[src/rtl/inst_mem_pkg.sv]
// Shared definitions for the instruction loader: FSM state encoding, bus
// widths and the default load address.
// Optional build macro: INST_LOADER_CHECKSUM_EN adds the CHECK state.
package inst_mem_pkg;

    localparam int INST_W = 32;
    localparam int ADDR_W = 64;

    localparam logic [ADDR_W-1:0] DEFAULT_BASE_ADDR = 64'd1;

    // Explicit encodings keep the debug state value stable across builds.
    typedef enum logic [2:0] {
        ST_IDLE  = 3'd0,
        ST_RECV  = 3'd1,
        ST_WRITE = 3'd2,
        ST_DONE  = 3'd3
`ifdef INST_LOADER_CHECKSUM_EN
        ,
        ST_CHECK = 3'd4
`endif
    } state_t;

endpackage

[src/rtl/inst_loader_if.sv]
// Loader-facing bus: the incoming byte stream plus the inst_sram write and
// fetch-enable signals. The loader drives through the master modport.
//
// Byte stream handshake: a byte moves from producer to loader on a rising
// clk edge where rx_valid && rx_ready are both high. rx_valid/rx_data must
// stay stable until accepted; rx_ready never depends on rx_valid.
interface inst_loader_if;
    import inst_mem_pkg::*;

    logic              rx_valid;
    logic [7:0]        rx_data;
    logic              rx_ready;
    logic              inst_sram_wen;
    logic [ADDR_W-1:0] inst_sram_waddr;
    logic [INST_W-1:0] inst_sram_wdata;
    logic              inst_sram_en;

    modport master (
        input  rx_valid, rx_data,
        output rx_ready, inst_sram_wen, inst_sram_waddr, inst_sram_wdata, inst_sram_en
    );

    modport slave (
        output rx_valid, rx_data,
        input  rx_ready, inst_sram_wen, inst_sram_waddr, inst_sram_wdata, inst_sram_en
    );

endinterface

[src/rtl/inst_word_packer.sv]
// Assembles four little-endian bytes into one 32-bit word. word_valid is a
// combinational pulse marking the handshake that carries the fourth byte.
module inst_word_packer
    import inst_mem_pkg::*;
(
    input  logic              clk,
    input  logic              rst_n,
    input  logic              clear,
    input  logic              byte_valid,
    input  logic [7:0]        byte_data,
    output logic [INST_W-1:0] word,
    output logic              word_valid
);

    logic [1:0] idx_q;

    assign word_valid = byte_valid && (idx_q == 2'd3);

    // Drop byte k into lane k; clear restarts assembly at lane 0.
    always_ff @(posedge clk or negedge rst_n) begin
        if (!rst_n) begin
            idx_q <= 2'd0;
            word  <= '0;
        end else if (clear) begin
            idx_q <= 2'd0;
        end else if (byte_valid) begin
            word[{idx_q, 3'b000} +: 8] <= byte_data;
            idx_q                      <= idx_q + 2'd1;
        end
    end

endmodule

[src/rtl/inst_loader.sv]
// Program loader: receives a byte stream, writes 32-bit words into inst_sram
// at consecutive word addresses and holds fetch off until the load finishes.
// Optional build macro: INST_LOADER_CHECKSUM_EN (trailing XOR checksum byte).
module inst_loader
    import inst_mem_pkg::*;
#(
    parameter logic [ADDR_W-1:0] BASE_ADDR = DEFAULT_BASE_ADDR,
    parameter int                CNT_W     = 16
) (
    input  logic             clk,
    input  logic             rst_n,
    input  logic             start,
    input  logic [CNT_W-1:0] word_cnt,
    inst_loader_if.master    bus,
    output logic             load_busy,
    output logic             load_done,
    output logic             load_err,
    output state_t           dbg_state
);

    state_t             state_q, state_d;
    logic [ADDR_W-1:0]  waddr_q;
    logic [CNT_W-1:0]   remain_q;
    logic               done_q;
    logic               start_ok;
    logic               byte_fire;
    logic               word_valid;
    logic [INST_W-1:0]  word;
    logic               rx_ready;
    logic               wen;
    logic               fetch_en;
    logic               busy;

    assign start_ok  = start && (state_q == ST_IDLE || state_q == ST_DONE);
    assign byte_fire = (state_q == ST_RECV) && bus.rx_valid;

    inst_word_packer u_packer (
        .clk        (clk),
        .rst_n      (rst_n),
        .clear      (start_ok),
        .byte_valid (byte_fire),
        .byte_data  (bus.rx_data),
        .word       (word),
        .word_valid (word_valid)
    );

    // State register.
    always_ff @(posedge clk or negedge rst_n) begin
        if (!rst_n) state_q <= ST_IDLE;
        else        state_q <= state_d;
    end

    // Next-state and per-state strobes.
    always_comb begin
        state_d  = state_q;
        rx_ready = 1'b0;
        wen      = 1'b0;
        fetch_en = 1'b0;
        busy     = 1'b0;
        case (state_q)
            ST_IDLE: begin
                if (start) state_d = (word_cnt == '0) ? ST_DONE : ST_RECV;
            end
            ST_RECV: begin
                rx_ready = 1'b1;
                busy     = 1'b1;
                if (word_valid) state_d = ST_WRITE;
            end
            ST_WRITE: begin
                wen  = 1'b1;
                busy = 1'b1;
                if (remain_q == CNT_W'(1)) begin
`ifdef INST_LOADER_CHECKSUM_EN
                    state_d = ST_CHECK;
`else
                    state_d = ST_DONE;
`endif
                end else begin
                    state_d = ST_RECV;
                end
            end
`ifdef INST_LOADER_CHECKSUM_EN
            ST_CHECK: begin
                rx_ready = 1'b1;
                busy     = 1'b1;
                if (bus.rx_valid) state_d = ST_DONE;
            end
`endif
            ST_DONE: begin
                fetch_en = 1'b1;
                if (start) state_d = (word_cnt == '0) ? ST_DONE : ST_RECV;
            end
            default: state_d = ST_IDLE;
        endcase
    end

    // Address and remaining-word counters; both step after each write cycle.
    always_ff @(posedge clk or negedge rst_n) begin
        if (!rst_n) begin
            waddr_q  <= BASE_ADDR;
            remain_q <= '0;
        end else if (start_ok && word_cnt != '0) begin
            waddr_q  <= BASE_ADDR;
            remain_q <= word_cnt;
        end else if (state_q == ST_WRITE) begin
            waddr_q  <= waddr_q + 64'd1;
            remain_q <= remain_q - CNT_W'(1);
        end
    end

    // Sticky done: cleared by a real start, set on any entry into DONE.
    always_ff @(posedge clk or negedge rst_n) begin
        if (!rst_n)        done_q <= 1'b0;
        else if (start_ok) done_q <= (word_cnt == '0);
        else               done_q <= done_q || (state_d == ST_DONE);
    end

`ifdef INST_LOADER_CHECKSUM_EN
    logic [7:0] xor_q;
    logic       err_q;

    // Running XOR of payload bytes; the byte taken in CHECK is compared to it.
    always_ff @(posedge clk or negedge rst_n) begin
        if (!rst_n) begin
            xor_q <= 8'd0;
            err_q <= 1'b0;
        end else if (start_ok) begin
            xor_q <= 8'd0;
            err_q <= 1'b0;
        end else if (byte_fire) begin
            xor_q <= xor_q ^ bus.rx_data;
        end else if (state_q == ST_CHECK && bus.rx_valid) begin
            err_q <= err_q || (bus.rx_data != xor_q);
        end
    end

    assign load_err = err_q;
`else
    assign load_err = 1'b0;
`endif

    assign bus.rx_ready        = rx_ready;
    assign bus.inst_sram_wen   = wen;
    assign bus.inst_sram_waddr = waddr_q;
    assign bus.inst_sram_wdata = word;
    assign bus.inst_sram_en    = fetch_en;
    assign load_busy           = busy;
    assign load_done           = done_q;
    assign dbg_state           = state_q;

endmodule

[src/flat_wrapper.sv]
// flat-port wrapper written by rule: the top's interface ports become plain ports
module inst_loader_flat import inst_mem_pkg::*;
#(
    parameter logic [ADDR_W-1:0] BASE_ADDR = DEFAULT_BASE_ADDR,
    parameter int                CNT_W     = 16
)
  (clk, rst_n, start, word_cnt, load_busy, load_done, load_err, dbg_state, bus_rx_valid, bus_rx_data, bus_rx_ready, bus_inst_sram_wen, bus_inst_sram_waddr, bus_inst_sram_wdata, bus_inst_sram_en);
  inst_loader_if bus_i ();
  input  logic clk;
  input  logic rst_n;
  input  logic start;
  input  logic [CNT_W-1:0] word_cnt;
  output logic load_busy;
  output logic load_done;
  output logic load_err;
  output state_t dbg_state;
  input wire logic [$bits(bus_i.rx_valid)-1:0] bus_rx_valid;
  input wire logic [$bits(bus_i.rx_data)-1:0] bus_rx_data;
  output wire logic [$bits(bus_i.rx_ready)-1:0] bus_rx_ready;
  output wire logic [$bits(bus_i.inst_sram_wen)-1:0] bus_inst_sram_wen;
  output wire logic [$bits(bus_i.inst_sram_waddr)-1:0] bus_inst_sram_waddr;
  output wire logic [$bits(bus_i.inst_sram_wdata)-1:0] bus_inst_sram_wdata;
  output wire logic [$bits(bus_i.inst_sram_en)-1:0] bus_inst_sram_en;
  assign bus_i.rx_valid = bus_rx_valid;
  assign bus_i.rx_data = bus_rx_data;
  assign bus_rx_ready = bus_i.rx_ready;
  assign bus_inst_sram_wen = bus_i.inst_sram_wen;
  assign bus_inst_sram_waddr = bus_i.inst_sram_waddr;
  assign bus_inst_sram_wdata = bus_i.inst_sram_wdata;
  assign bus_inst_sram_en = bus_i.inst_sram_en;
  inst_loader #(.BASE_ADDR(BASE_ADDR), .CNT_W(CNT_W)) u_core (.clk(clk), .rst_n(rst_n), .start(start), .word_cnt(word_cnt), .bus(bus_i), .load_busy(load_busy), .load_done(load_done), .load_err(load_err), .dbg_state(dbg_state));
endmodule
[config.mk]
export PLATFORM = sky130hd
export DESIGN_NAME = inst_loader_flat
export DESIGN_NICKNAME = d
export VERILOG_FILES = /design/src/rtl/inst_mem_pkg.sv /design/src/rtl/inst_loader_if.sv /design/src/rtl/inst_word_packer.sv /design/src/rtl/inst_loader.sv /design/src/flat_wrapper.sv
export SDC_FILE = /design/constraint.sdc
export NUM_CORES = 1
export LEC_CHECK = 0
export ABC_AREA = 1
export CAP_MARGIN = 10
export CORE_MARGIN = 2
export CORE_UTILIZATION = 53
export CTS_CLUSTER_DIAMETER = 30
export DETAILED_ROUTE_END_ITERATION = 6
export HOLD_SLACK_MARGIN = 0.12
export PLACE_DENSITY = 0.88
export RECOVER_POWER = 50
export SYNTH_ARGS = -nofsm -noshare
export SYNTH_HDL_FRONTEND = slang
export SYNTH_SLANG_ARGS = --single-unit
[constraint.sdc]
create_clock -name clk -period 2.2 [get_ports clk]
set_input_delay 0.22 -clock clk [delete_from_list [all_inputs] [get_ports clk]]
set_output_delay 0.22 -clock clk [all_outputs]
set_load 0.1 [all_outputs]
==> impl_metrics.env <==
export IMPL_yosysSeqAreaShare_pct=41.6
export IMPL_endpoint_kind="primary output"
export IMPL_finalCritPeriodShare_pct=93.8
export IMPL_initial_core_util_pct=54.0
export IMPL_first_iter_violations=723
export IMPL_first_pass_iters=7
export IMPL_drt_vias_per_instance=5.47
export IMPL_antennaDiodeCount=0
export IMPL_layout_drive_gt1_share_pct=14.5
export IMPL_yosys_cell_types_count=40
export IMPL_r2r_setup_slack_ns=0.18
export IMPL_grt_setup_unrepaired="no"
export IMPL_cap_violations=0
export IMPL_dieArea_mm2=0.0143
export IMPL_crit_fanout=18
export IMPL_grtUsageTotal_pct=29.8
export IMPL_power_density_mw_per_mm2=799
export IMPL_synth_common_cells="nand2_1 (276), nor2_1 (175), dfrtp_1 (117)"
export IMPL_min_period_ns=2.06
export IMPL_relSlewSlack_pct=21.3
export IMPL_grt_pass1_wl_mm=33.6
export IMPL_io_pins=133
export IMPL_setup_viol=0
export IMPL_drc=0
export IMPL_synth_edf_count=0
export IMPL_cts_sinks=118
export IMPL_setup_tns_ns=0
export IMPL_root_buffer="clkbuf_16"
export IMPL_place_area_mm2=0.00842
export IMPL_startpoint_type="flip-flop"
export IMPL_ys_flop_type="dfrtp_1"
export IMPL_antenna_found_initial=0
export IMPL_min_path_type="input port to flip-flop"
export IMPL_worst_setup_hold_path_clk_slew_ns=0.06
export IMPL_avgSynthCellArea_um2=7.09
export IMPL_synth_top_family_by_area="simple AND/OR/NAND/NOR gates"
export IMPL_synth_top_area_share_pct=41.2
export IMPL_routed_wl_mm=20.4
export IMPL_die_w_um=120
export IMPL_gp_congestion=0.953
export IMPL_hp_start="word_cnt[14]"
export IMPL_synth_yosys_warnings=0
export IMPL_muxShareOfSynthArea_pct=0
export IMPL_fin_skew_ns=0.00884
export IMPL_vias=7300
export IMPL_post_cts_buffers=0
export IMPL_ys_async_sr_fraction_pct=100
export IMPL_grt_max_degree=119
export IMPL_synth_xor_area_share_pct=1.97
export IMPL_cts_buffers=17
export IMPL_hold_ws_ns=0.398
export IMPL_h_tree_depth=4
export IMPL_fmax_mhz=485
export IMPL_r2r_start="u_core.bus.inst_sram_waddr[0]$_DFFE_PN1P_"
export IMPL_arrival_ns=1.84
export IMPL_chipHeight_um=120
export IMPL_overflow=0
export IMPL_syn_inst=1002
export IMPL_nets=1182
export IMPL_crit_required_ns=1.98
export IMPL_port_buffers=131
export IMPL_coreArea_mm2=0.0131
export IMPL_hpwl_mm=15.1
export IMPL_synth_area_leaders="dfrtp_1 (41%), nand2_1 (15%), nor2_1 (9.3%)"
export IMPL_cts_tree="built"
export IMPL_synth_fa_ha_area_share_pct=1.41
export IMPL_synthSimpleGateAreaFrac_pct=38.3
export IMPL_netlist_area_mm2=0.00710
export IMPL_area_growth_pct=25.2
export IMPL_outcome="finished, final reports clean"
export IMPL_ys_ff_latch=118
export IMPL_drv_slew=0
export IMPL_synth_most_common_cell="nand2_1"
export IMPL_routedWlPerCell_um=15.3
export IMPL_rows=42
export IMPL_timing_worst_setup_path_type="flip-flop to primary output"
export IMPL_grt_pass1_vias=6812
export IMPL_synth_compound_area_share_pct=8.56
export IMPL_clk_latency_ns=0.43
export IMPL_critPathLaunch="u_core.dbg_state[0]$_DFF_PN0_"
export IMPL_cts_buffer_depth=2
export IMPL_peakVddDrop_mv=0.586
export IMPL_hold_viol_final=0
export IMPL_drtAntennaViolNets=0
export IMPL_tightest_slew_ns=1.19
export IMPL_p_leak_nw=4.19
export IMPL_fin_area_mm2=0.00889
export IMPL_yosysTopAreaCell="dfrtp_1"
==> metrics by stage <==
stage,power [mW],setup slack (ns),utilization [%],std cells
floorplan,3.76,0.00540,-,1003
global placement,4.19,0.194,64.1,1302
detailed placement,4.23,0.151,64.1,1302
CTS,7.19,0.131,68.9,1335
global route,7.38,0.0181,67.7,1335
finish,7.10,0.136,67.7,1335
==> power breakdown <==
part / total, mW / internal [mW] / switching, mW / leakage [nW]
clock: 2.97 / 1.98 / 0.993 / 0.303
combinational: 1.65 / 0.346 / 1.30 / 2.29
sequential: 2.49 / 2.35 / 0.136 / 1.60
total: 7.10 / 4.67 / 2.43 / 4.19
==> repair_timing <==
item	CTS	global route
gates resized for setup	0	0
hold endpoints to repair	117	0
hold buffers	1	0
==> layout by cell type (no fill, tap or decap), types with 7 or more instances in the layout <==
cell and n:
nand2_1 275, nor2_1 174, dfrtp_1 112, inv_1 108, nand3_1 76, buf_4 64
o21ai_0 43, clkbuf_1 32, a21oi_1 27, clkdlybuf4s50_1 26, nand4_1 23, nor3_1 22
clkbuf_2 22, clkbuf_16 17, xor2_1 12, nand2_2 10, nor2_4 10, nor2_2 10
o31ai_1 8, o211ai_1 8, ha_1 8, o21ai_1 7
==> cells by family (layout without fill, tap and decap cells) <==
kind of cell,count (synthesis),after routing
AO/OA/AOI/OAI,107,107
XOR/XNOR,16,16
adder cells (fa/ha/maj),8,8
buffers and inverters,135,291
flip-flops,118,118
other,1,2
AND/OR/NAND/NOR,617,617
==> flip-flops by register name (all words and copies together), names as in the netlist <==
name                        count
u_core.bus.inst_sram_waddr     64
u_core.u_packer.idx_q           2
u_core.dbg_state                3
u_core.remain_q                16
u_core.u_packer.word           32
u_core.load_done                1
==> critical path, cell delays in order (launching register included) <==
cell	delay, ns
dfrtp_4	0.48
inv_1	0.15
nand2_2	0.11
nor2_4	0.17
buf_4	0.29
buf_12	0.21
==> routing by layer <==
layer	routed length (um)	part of all wire, %	vias to the layer above	GRT usage (%)
met5	0	0	-	0
met4	527	2.6	0	11.8
met3	1820	8.9	41	7.65
met2	9600	47	369	47.6
met1	8500	42	3377	38.8
li1	-	-	3513	-
==> layout make-up <==
class / count / area (um2)
Clock inverter: 9 / 150
Tap cell: 176 / 220
Fill cell: 1151 / 4250
Clock buffer: 23 / 478
Sequential cell: 118 / 2970
Multi-Input combinational cell: 750 / 3600
Inverter: 112 / 423
Timing Repair Buffer: 147 / 1050
==> worst paths after layout <==
kind	end	cells after the start
max	bus_inst_sram_wen	5
min	u_core.remain_q[14]$_DFFE_PN0P_	3
max reg2reg	u_core.bus.inst_sram_waddr[50]$_DFFE_PN0P_	8
min reg2reg	u_core.u_packer.word[14]$_DFFE_PN0P_	2
max in group asynchronous	u_core.dbg_state[0]$_DFF_PN0_	3
min in group asynchronous	u_core.remain_q[9]$_DFFE_PN0P_	3
Power figures use the tool's default switching activity.
